`config.mk`:
```
export PLATFORM = sky130hd
export DESIGN_NAME = stack_cmd_ctrl
export DESIGN_NICKNAME = d
export VERILOG_FILES = /design/src/rtl/stack_cmd_ctrl_pkg.sv /design/src/rtl/stack_cmd_ctrl_btn_debounce.sv /design/src/rtl/stack_cmd_ctrl.sv
export SDC_FILE = /design/constraint.sdc
export NUM_CORES = 1
export LEC_CHECK = 0
export ABC_AREA = 1
export CORE_MARGIN = 5
export CORE_UTILIZATION = 52
export CTS_CLUSTER_DIAMETER = 200
export DETAILED_ROUTE_END_ITERATION = 16
export GPL_TIMING_DRIVEN = 0
export MAX_ROUTING_LAYER = met4
export PLACE_DENSITY = 0.77
export SETUP_SLACK_MARGIN = 0.5
export SLEW_MARGIN = 20
export SYNTH_ARGS = -nofsm -noshare
export SYNTH_HDL_FRONTEND = slang
export SYNTH_SLANG_ARGS = --single-unit
```
`constraint.sdc`:
```
create_clock -name clk -period 1.7 [get_ports clk]
set_input_delay 0.34 -clock clk [delete_from_list [all_inputs] [get_ports clk]]
set_output_delay 0.34 -clock clk [all_outputs]
set_load 0.01 [all_outputs]
```
`src/rtl/stack_cmd_ctrl_pkg.sv`:
```
// Shared constants, opcodes and FSM encoding for the stack command front-end.
package stack_cmd_ctrl_pkg;

  localparam int unsigned DEF_DATA_W    = 4;
  localparam int unsigned DEF_DEPTH     = 4;
  localparam int unsigned DEF_DB_CYCLES = 16;
  localparam int unsigned CNT_W         = 3;
  localparam int unsigned OP_W          = 2;

  localparam logic [OP_W-1:0] OP_PUSH = 2'b00;
  localparam logic [OP_W-1:0] OP_POP  = 2'b01;
  localparam logic [OP_W-1:0] OP_NOP  = 2'b11;

  typedef enum logic [1:0] {
    ST_IDLE     = 2'd0,
    ST_ISSUE    = 2'd1,
    ST_WAIT_REL = 2'd2
  } state_t;

endpackage

```
`src/rtl/stack_cmd_ctrl_btn_debounce.sv`:
```
// Raw button -> 2-flop synchroniser -> stable-sample debouncer -> one-cycle rising-edge pulse.
module btn_debounce #(
  parameter int unsigned DB_CYCLES = 16
) (
  input  logic clk,
  input  logic rst,
  input  logic btn_raw,
  output logic level,
  output logic rise
);

  localparam int unsigned DB_CNT_W = $clog2(DB_CYCLES + 1);

  logic                r_sync1;
  logic                r_sync2;
  logic                r_level;
  logic                r_rise;
  logic [DB_CNT_W-1:0] r_cnt;

  // Level flips only after DB_CYCLES consecutive differing samples; a matching sample restarts the count.
  always_ff @(posedge clk or posedge rst) begin
    if (rst) begin
      r_sync1 <= 1'b0;
      r_sync2 <= 1'b0;
      r_level <= 1'b0;
      r_rise  <= 1'b0;
      r_cnt   <= '0;
    end else begin
      r_sync1 <= btn_raw;
      r_sync2 <= r_sync1;
      r_rise  <= 1'b0;
      if (r_sync2 == r_level) begin
        r_cnt <= '0;
      end else if (r_cnt == DB_CNT_W'(DB_CYCLES - 1)) begin
        r_cnt   <= '0;
        r_level <= r_sync2;
        r_rise  <= r_sync2;
      end else begin
        r_cnt <= r_cnt + DB_CNT_W'(1);
      end
    end
  end

  assign level = r_level;
  assign rise  = r_rise;

endmodule

```
`src/rtl/stack_cmd_ctrl.sv`:
```
// Command stage for the small stack: debounced push/pop requests checked against a shadow count,
// issued one at a time over a valid/ack handshake, with full/empty status and sticky error flags.
module stack_cmd_ctrl
  import stack_cmd_ctrl_pkg::*;
#(
  parameter int unsigned DATA_W    = DEF_DATA_W,
  parameter int unsigned DEPTH     = DEF_DEPTH,
  parameter int unsigned DB_CYCLES = DEF_DB_CYCLES
) (
  input  logic              clk,
  input  logic              rst,
  input  logic              btn_push,
  input  logic              btn_pop,
  input  logic [DATA_W-1:0] sw_data,
  input  logic              op_ack,
  output logic              op_valid,
  output logic [1:0]        op_code,
  output logic [DATA_W-1:0] op_data,
  output logic [2:0]        count,
  output logic              full,
  output logic              empty,
  output logic              err_ovf,
  output logic              err_udf
);

  logic w_push_rise;
  logic w_push_level;
  logic w_pop_rise;
  logic w_pop_level;

  btn_debounce #(.DB_CYCLES(DB_CYCLES)) u_db_push (
    .clk     (clk),
    .rst     (rst),
    .btn_raw (btn_push),
    .level   (w_push_level),
    .rise    (w_push_rise)
  );

  btn_debounce #(.DB_CYCLES(DB_CYCLES)) u_db_pop (
    .clk     (clk),
    .rst     (rst),
    .btn_raw (btn_pop),
    .level   (w_pop_level),
    .rise    (w_pop_rise)
  );

  state_t            r_state,    w_state_nxt;
  logic              r_op_valid, w_op_valid_nxt;
  logic [OP_W-1:0]   r_op_code,  w_op_code_nxt;
  logic [DATA_W-1:0] r_op_data,  w_op_data_nxt;
  logic [CNT_W-1:0]  r_count,    w_count_nxt;
  logic              r_err_ovf,  w_err_ovf_nxt;
  logic              r_err_udf,  w_err_udf_nxt;
  logic              w_can_push;
  logic              w_can_pop;

  assign w_can_push = (r_count < CNT_W'(DEPTH));
  assign w_can_pop  = (r_count != '0);

  always_ff @(posedge clk or posedge rst) begin
    if (rst) begin
      r_state    <= ST_IDLE;
      r_op_valid <= 1'b0;
      r_op_code  <= OP_NOP;
      r_op_data  <= '0;
      r_count    <= '0;
      r_err_ovf  <= 1'b0;
      r_err_udf  <= 1'b0;
    end else begin
      r_state    <= w_state_nxt;
      r_op_valid <= w_op_valid_nxt;
      r_op_code  <= w_op_code_nxt;
      r_op_data  <= w_op_data_nxt;
      r_count    <= w_count_nxt;
      r_err_ovf  <= w_err_ovf_nxt;
      r_err_udf  <= w_err_udf_nxt;
    end
  end

  // Push has priority over a same-cycle pop; edges outside IDLE are dropped.
  always_comb begin
    w_state_nxt    = r_state;
    w_op_valid_nxt = r_op_valid;
    w_op_code_nxt  = r_op_code;
    w_op_data_nxt  = r_op_data;
    w_count_nxt    = r_count;
    w_err_ovf_nxt  = r_err_ovf;
    w_err_udf_nxt  = r_err_udf;
    case (r_state)
      ST_IDLE: begin
        if (w_push_rise) begin
          if (w_can_push) begin
            w_op_valid_nxt = 1'b1;
            w_op_code_nxt  = OP_PUSH;
            w_op_data_nxt  = sw_data;
            w_state_nxt    = ST_ISSUE;
          end else begin
            w_err_ovf_nxt = 1'b1;
            w_state_nxt   = ST_WAIT_REL;
          end
        end else if (w_pop_rise) begin
          if (w_can_pop) begin
            w_op_valid_nxt = 1'b1;
            w_op_code_nxt  = OP_POP;
            w_op_data_nxt  = '0;
            w_state_nxt    = ST_ISSUE;
          end else begin
            w_err_udf_nxt = 1'b1;
            w_state_nxt   = ST_WAIT_REL;
          end
        end
      end
      ST_ISSUE: begin
        if (op_ack) begin
          w_op_valid_nxt = 1'b0;
          w_op_code_nxt  = OP_NOP;
          w_op_data_nxt  = '0;
          w_err_ovf_nxt  = 1'b0;
          w_err_udf_nxt  = 1'b0;
          if (r_op_code == OP_PUSH) begin
            w_count_nxt = r_count + CNT_W'(1);
          end else begin
            w_count_nxt = r_count - CNT_W'(1);
          end
          w_state_nxt = ST_WAIT_REL;
        end
      end
      ST_WAIT_REL: begin
        if (!w_push_level && !w_pop_level) begin
          w_state_nxt = ST_IDLE;
        end
      end
      default: begin
        w_state_nxt = ST_IDLE;
      end
    endcase
  end

  assign op_valid = r_op_valid;
  assign op_code  = r_op_code;
  assign op_data  = r_op_data;
  assign count    = r_count;
  assign err_ovf  = r_err_ovf;
  assign err_udf  = r_err_udf;
  assign full     = (r_count == CNT_W'(DEPTH));
  assign empty    = (r_count == '0);

endmodule

```
## Yosys cells after proc, flatten, opt, wreduce, memory -nomap -nowiden

Index checks and enable logic that the tools add are counted.

| word-level totals | value |
|---|---|
| flip-flop bits (word level) | 32 |
| word-level logic and storage cells | 97 |
| input bits | 9 |

| operators by class | value |
|---|---|
| muxes and demuxes | 41 |
| add/sub/neg operators | 4 |
| reductions and logical operators | 15 |
| magnitude comparators | 1 |
| eq/ne operators | 17 |
| bitwise gates (word level) | 2 |

Operators with widths:

| cell | number |
|---|---|
| $mux 2 | 11 |
| $mux 4 | 5 |
| $mux 5 | 4 |
| $mux 1 | 14 |
| $add 5x1->5 const B | 2 |
| $eq 5x4->1 const B | 2 |
| $ne 2x2->1 const B | 5 |
| $reduce_and 5->1 | 2 |
| $pmux 4 s2 | 1 |
| $pmux 1 s2 | 3 |
| $pmux 2 s3 | 1 |
| $reduce_and 2->1 | 3 |
| $logic_not 2->1 | 2 |
| $ne 2x1->1 const B | 2 |
| $pmux 2 s2 | 1 |
| $reduce_and 4->1 | 1 |
| $add 3x1->3 const B | 1 |
| $eq 3x3->1 const B | 1 |
| $logic_not 3->1 | 1 |
| $lt 3x3->1 const B | 1 |
| $mux 3 | 1 |
| $ne 3x1->1 const B | 1 |
| $ne 3x2->1 const B | 1 |
| $ne 3x3->1 const B | 1 |
| 10 further kinds | 13 |

## Logic depth before layout (Yosys ltp)

Gate-level depths: netlist (run 1).

| logic depth | value |
|---|---|
| depth after elaboration | 5 |
| mapped depth | 7 |
| mapped depth without buffers | 7 |

## By module

A second synthesis (run 1) with hierarchy kept.

| second synthesis, totals | value |
|---|---|
| cell total of the unflattened synthesis | 173 |
| area total of the unflattened synthesis | 1472.7 um2 |

By module, submodules not included:

| module | area an instance (um2) | instances | cells an instance |
|---|---|---|---|
| stack_cmd_ctrl | 754.5 | 1 | 95 |
| btn_debounce | 359.1 | 2 | 39 |

## Worst setup path before layout (run 1)

No wires, ideal clock.

| timing path | value |
|---|---|
| kind | flip-flop to flip-flop |
| from | register r_op_code[1] (netlist: op_code[1]) |
| to | register r_count[2] (netlist: count[2]) |
| path slack | 383 ps |
| stages on the path, launching flop included | 7 |
| period minus slack after synthesis | 1317 ps |
| path buffers | 0 |
| data required time | 1621 ps |
| setup time | 79 ps |
| data arrival time | 1238 ps |
| path through | dfstp_2 > inv_1 > nand2_1 > fa_1 > nand3b_1 > nand3_1 > xor2_1 |

| on the way | value |
|---|---|
| cells in the longest elaborated chain, start to end | 2 |

Ends and longest elaborated chain:

| what | line | text |
|---|---|---|
| start: declaration | stack_cmd_ctrl.sv:49 | `logic [OP_W-1:0] r_op_code, w_op_code_nxt;` |
| start signal: assignment | stack_cmd_ctrl.sv:72 | `r_op_code <= w_op_code_nxt;` |
| $logic_not 2->1 | stack_cmd_ctrl.sv:120 | `if (r_op_code == OP_PUSH) begin` |
| $mux 3 | stack_cmd_ctrl.sv:120 |  |
| end signal: assignment | stack_cmd_ctrl.sv:74 | `r_count <= w_count_nxt;` |
| end: declaration | stack_cmd_ctrl.sv:51 | `logic [CNT_W-1:0] r_count, w_count_nxt;` |

No other way between the ends.
A chain may end at the register's enable or synchronous reset.

## Worst setup path in the final report (run 1)

| timing path | value |
|---|---|
| from | register r_count[2] (netlist: count[2]) |
| to | output port empty |

| on the way | value |
|---|---|
| cells in the longest elaborated chain, start to end | 1 |

Ends and longest elaborated chain:

| what | line | text |
|---|---|---|
| $logic_not 3->1 | stack_cmd_ctrl.sv:146 | `assign empty = (r_count == '0);` |
| end: declaration | stack_cmd_ctrl.sv:21 | `output logic empty,` |

No other way between the ends.

==> reports/metrics.yaml, run 1 <==
nFillCells: 193
antenna_found_initial: 0
cp_max_fo: 4
vias_per_cell: 5.00
die_w_um: 63.4
wl_per_cell_um: 12.8
areaGrowthSynthToFinish_pct: 38.8
htree_levels: 2
critPathLaunchType: "flop"
numCtsBuffers: 5
post-route-period-util: 0.852
synth_area_per_cell_um2: 9.52
final_util: 0.747
fin_nets: 218
p_per_area_nw_per_um2: 1500
antennaDiodeCount: 0
rr_endpoint: "count[2]$_DFFE_PP0P_"
cts_buffer_depth: 2
cp.required_ns: 1.36
min_period_ns: 1.45
port_buffers: 22
dp_hpwl_um: 1950
r2r_cells: 5
synth-edff-count: 0
rr_startpoint: "count[1]$_DFFE_PP0P_"
finalSetupTns_ns: 0
fin_area_um2: 2060
grt_pass1_vias: 1204
start_util: 0.539
p_leak_uw: 0.00101
synthTopCellsByArea: "dfrtp_1 51%, nand2_1 9.9%, nor2_1 4.8%"
grt_pass1_wl_um: 4990
async_flop_share: 1.00
fmax_mhz: 690
placed_area_um2: 1750
postCtsHoldBufs: 0
synth_top_area_frac: 0.505
rrSetupSlack_ns: 0.28
place_congestion: 0.811
rsz0062_at_grt: "true"
drt_pass1_iterations: 4
fp.dieH_um: 63.4
hold_viol_final: 0
cts_tree: "done"
crit_start: "count[2]$_DFFE_PP0P_"
synth_seq_cells: 32
clock-root-buffer: "clkbuf_4"
rows: 19
coreArea_um2: 2760
setup-violations-final: 0
total_power_uw: 3090
yosysSeqAreaShare: 0.541
slew_viol_final: 0
die_area_um2: 4020
critPathKind: "reg2out"
synthFlopType: "dfrtp_1"
clk_pin_slew_ns: 0.10
finClkSkew_ns: 0.00806
clkSinkCount: 32
overflow: 0
end_kind: "output pin"
maxSlewHeadroom: 0.575
max_cap_violations: 0
dr_total_vias: 1190
clk_latency_ns: 0.33
tightest_slew_ns: 0.636
hold-worst-slack_ns: 0.357
synth_nets: 168
ys_warn_count: 0
synthCells: 156
drtIter0Drc: 42
synth.cell_area_um2: 1490
grt_start_max_net_pins: 33
remaining_drc_errors: 0
synth_top_cell_by_area: "dfrtp_1"
final_antenna_net_count: 0
layout-drive-gt1-share: 0.440
io_pins: 23
hold_path.class: "reg2reg"
finalWirelength_um: 3040
status: "finished clean"
ir_worst_vdd_v: 0.00129
track_usage: 0.161
crit_end: "empty"
arrival_ns: 1.11
ys_types: 27
## sequential cells by signal, indices dropped and copies added (netlist names)
register           count
u_db_push.r_sync2      1
op_data                4
err_udf                1
u_db_pop.rise          1
u_db_push.level        1
u_db_push.r_cnt        5
op_valid               1
count                  3
u_db_pop.r_sync1       1
err_ovf                1
op_code                2
u_db_pop.r_sync2       1
r_state                2
u_db_pop.r_cnt         5
u_db_push.r_sync1      1
u_db_push.rise         1
u_db_pop.level         1
## worst min-delay path by stage
stage / from / endpoint / slack, ns / cells after the start
after global placement: u_db_push.r_sync1$_DFF_PP0_ / u_db_push.r_sync2$_DFF_PP0_ / 0.34 / 0
after global routing: u_db_push.r_sync1$_DFF_PP0_ / u_db_push.r_sync2$_DFF_PP0_ / 0.36 / 0
final: u_db_push.r_sync1$_DFF_PP0_ / u_db_push.r_sync2$_DFF_PP0_ / 0.36 / 0
after floorplan: u_db_pop.r_sync1$_DFF_PP0_ / u_db_pop.r_sync2$_DFF_PP0_ / 0.33 / 0
after detailed placement: u_db_push.r_sync1$_DFF_PP0_ / u_db_push.r_sync2$_DFF_PP0_ / 0.34 / 0
after CTS: u_db_push.r_sync1$_DFF_PP0_ / u_db_push.r_sync2$_DFF_PP0_ / 0.36 / 0
## cells by family after synthesis
logic type,after synthesis,share of synthesized area
and+or+nand+nor,87,0.314
DFF,32,0.541
buffers and inverters,21,0.0556
AOI/OAI and AO/OA,7,0.0236
xor gates and xnor gates,6,0.0354
adders and majority gates,3,0.0303
## through the flow
stage | cells | setup WS [ns]
after floorplan | 156 | 0.397
after CTS | 229 | 0.246
after detailed placement | 209 | 0.0349
after global placement | 209 | -0.00406
after global routing | 238 | 0.200
final | 238 | 0.251
## synthesized netlist by cell type, drive strengths merged (4+ instances only)
cell type	number
nand2	43
nand3	8
dfrtp	30
o21ai	7
xor2	4
nand4	6
inv	19
nor2	23
## layout make-up
class | instances | area (um^2) | area share
plain buffers | 1 | 7.51 | 0.00364
clock buffers | 5 | 37.5 | 0.0182
clock inverters | 3 | 42.5 | 0.0206
inverters | 20 | 77.6 | 0.0376
multi-input cells | 103 | 686 | 0.333
flip-flops and latches | 32 | 806 | 0.391
well taps | 31 | 38.8 | 0.0188
repair buffers | 43 | 365 | 0.177
## per-layer routing
layer / track usage / up-vias / share of wire
met4: 0.0675 / 0 / 0.026
met3: 0.0693 / 9 / 0.045
met2: 0.284 / 19 / 0.53
met1: 0.150 / 572 / 0.40
li1: - / 590 / -
met5: - / - / 0
## power by group
| part | leakage, uW | internal [uW] | switching, uW |
|---|---|---|---|
| registers | 0.000411 | 914 | 130 |
| logic | 0.000559 | 720 | 768 |
| clock network | 0.0000412 | 306 | 257 |
## cell usage in the layout (no fill, tap or decap), drive strengths merged
cell type,count
nand4,6
nand2,43
clkdlybuf4s50,8
dfstp,2
xor2,4
inv,19
o21ai,7
fa,1
dfrtp,30
clkinvlp,1
xnor2,2
buf,36
nand3b,1
nor2,23
clkinv,2
ha,2
nand3,8
bufinv,1
or2,2
nor3b,2
nor3,2
clkbuf,5
## timing repair
item                       in CTS  in global routing
pin swaps                       5                 12
buffers inserted               12                  9
resized for setup              70                 22
setup endpoints to repair      31                 31
## worst max-delay path: stages, from the launching register on
cell,delay [ns]
dfrtp_1,0.43
buf_6,0.13
nor2_4,0.11
buf_6,0.11
Power figures use the tool's default switching activity.
==> run 2: changes to the inputs <==
--- a/config.mk
+++ b/config.mk
@@ -6,7 +6,8 @@
 export NUM_CORES = 1
 export LEC_CHECK = 0
 export ABC_AREA = 1
-export CORE_MARGIN = 5
+export CAP_MARGIN = 20
+export CORE_MARGIN = 3
 export CORE_UTILIZATION = 52
 export CTS_CLUSTER_DIAMETER = 200
 export DETAILED_ROUTE_END_ITERATION = 16
==> run 2 against run 1 <==
  * First-iteration DRC count rose by 4.8%
  * Via count grew 1.2%
  * Sequential power is essentially flat
  * Sequential cell count unchanged
  * Sequential share of layout area about the same
  * Power down 4.2%
  * Cell count rose by 0.84%
  * Largest power group unchanged
==> reports/metrics.yaml, run 2 (same netlist as run 1, synthesis figures left out) <==
status: "finished clean"
die_w_um: 59.4
hold_path.class: "reg2reg"
end_kind: "output pin"
final_cell_mix: "28 x dfrtp_1, 26 x nand2_1, 23 x buf_4"
pre_cts_ws_ns: 0.00896
rows: 18
r2r_cells: 5
die_area_um2: 3530
rsz0062_at_grt: "true"
drtIter0Drc: 44
setup_slack_ns: 0.257
total_power_uw: 2970
htree_levels: 2
rrSetupSlack_ns: 0.30
arrival_ns: 1.10
ir_worst_vdd_v: 0.00121
antenna_found_initial: 0
maxSlewHeadroom: 0.572
io_pins: 23
met3_usage: 0.0501
finClkSkew_ns: 0.00727
path_cells: "inv_2 > nand2_4 > nor2_4 > buf_6"
fin_nets: 221
clk_pin_slew_ns: 0.10
globalRouteMet1Util: 0.201
cts_buffer_depth: 2
layout-drive-gt1-share: 0.443
p_per_area_nw_per_um2: 1440
dr_total_vias: 1204
critPathLaunchType: "flop"
cp_max_fo: 2
hold_start: "u_db_push.r_sync1$_DFF_PP0_"
hold-worst-slack_ns: 0.357
port_buffers: 22
place_congestion: 0.815
grt_pass1_vias: 1151
min_period_ns: 1.44
slowest_stage: "dfrtp_1"
tightest_slew_ns: 0.642
hold_viol_final: 0
wl_per_cell_um: 13.1
finalSetupTns_ns: 0
areaGrowthSynthToFinish_pct: 38.6
vias_per_cell: 5.02
max_cap_violations: 0
final_common_cell: "dfrtp_1"
fmax_mhz: 693
clock-root-buffer: "clkbuf_4"
cts_tree: "done"
clk_latency_ns: 0.32
grt_start_max_net_pins: 33
slew_viol_final: 0
drt_pass1_iterations: 4
clkSinkCount: 32
cp.required_ns: 1.36
critPathTopFamily: "flip-flops"
hold_end: "u_db_push.r_sync2$_DFF_PP0_"
critPathBufInv: 2
grt_pass1_wl_um: 4910
slowest_delay_ns: 0.41
rr_endpoint: "count[2]$_DFFE_PP0P_"
hold_depth: 0
post-route-period-util: 0.849
rr_startpoint: "count[0]$_DFFE_PP0P_"
multi_input_area_um2: 702
setup-violations-final: 0
start_util: 0.573
numCtsBuffers: 5
finalWirelength_um: 3140
fp.dieH_um: 59.4
remaining_drc_errors: 0
final_util: 0.795
dp_hpwl_um: 2010
nFillCells: 163
p_leak_uw: 0.00104
track_usage: 0.193
final_antenna_net_count: 0
use_met2: 0.340
overflow: 0
grt.busiest_layer: "met2"
regArea_um2: 806
coreArea_um2: 2590
antennaDiodeCount: 0
critPathKind: "reg2out"
[run 2: worst max-delay path by stage]
| stage | from | cells after the start | end | slack [ns] |
|---|---|---|---|---|
| floorplan | op_code[0]$_DFFE_PP1P_ | 5 | count[1]$_DFFE_PP0P_ | 0.40 |
| global placement | rst | 2 | op_data[0]$_DFFE_PP0P_ | -0.01 |
| detailed placement | count[1]$_DFFE_PP0P_ | 4 | empty | 0.009 |
| CTS | count[0]$_DFFE_PP0P_ | 4 | empty | 0.26 |
| global route | count[0]$_DFFE_PP0P_ | 4 | empty | 0.20 |
| finish | count[1]$_DFFE_PP0P_ | 4 | empty | 0.26 |
[run 2: per-stage QoR]
step                      std cells  cell area [um^2]
final                           240              2060
after global routing            240              2060
after CTS                       228              1880
after detailed placement        208              1750
after global placement          208              1750
after floorplan                 156              1490
[run 2: report_power, final]
group	switching, uW	internal, uW	total (uW)
clock network	247	197	443
logic	789	692	1480
registers	127	914	1040
[run 2: final cells by class]
cell class	instances	area share
Clock buffer	6	0.0249
Timing Repair Buffer	46	0.179
Clock inverter	2	0.00486
Sequential cell	32	0.391
Multi-Input combinational cell	103	0.341
Buffer	1	0.00365
Inverter	20	0.0365
Tap cell	30	0.0182
[run 2: metal layers]
metal	part of all wire	wire, um	up-vias
li1	-	-	597
met2	0.53	1660	23
met5	0	0	-
met4	0.016	49	0
met1	0.41	1290	577
met3	0.046	145	7
[run 2: what timing repair did]
action	CTS	global route
setup buffers	12	12
gates resized for setup	68	24
pin swaps	5	11
endpoints found under the setup margin	32	34
hold buffers	0	0
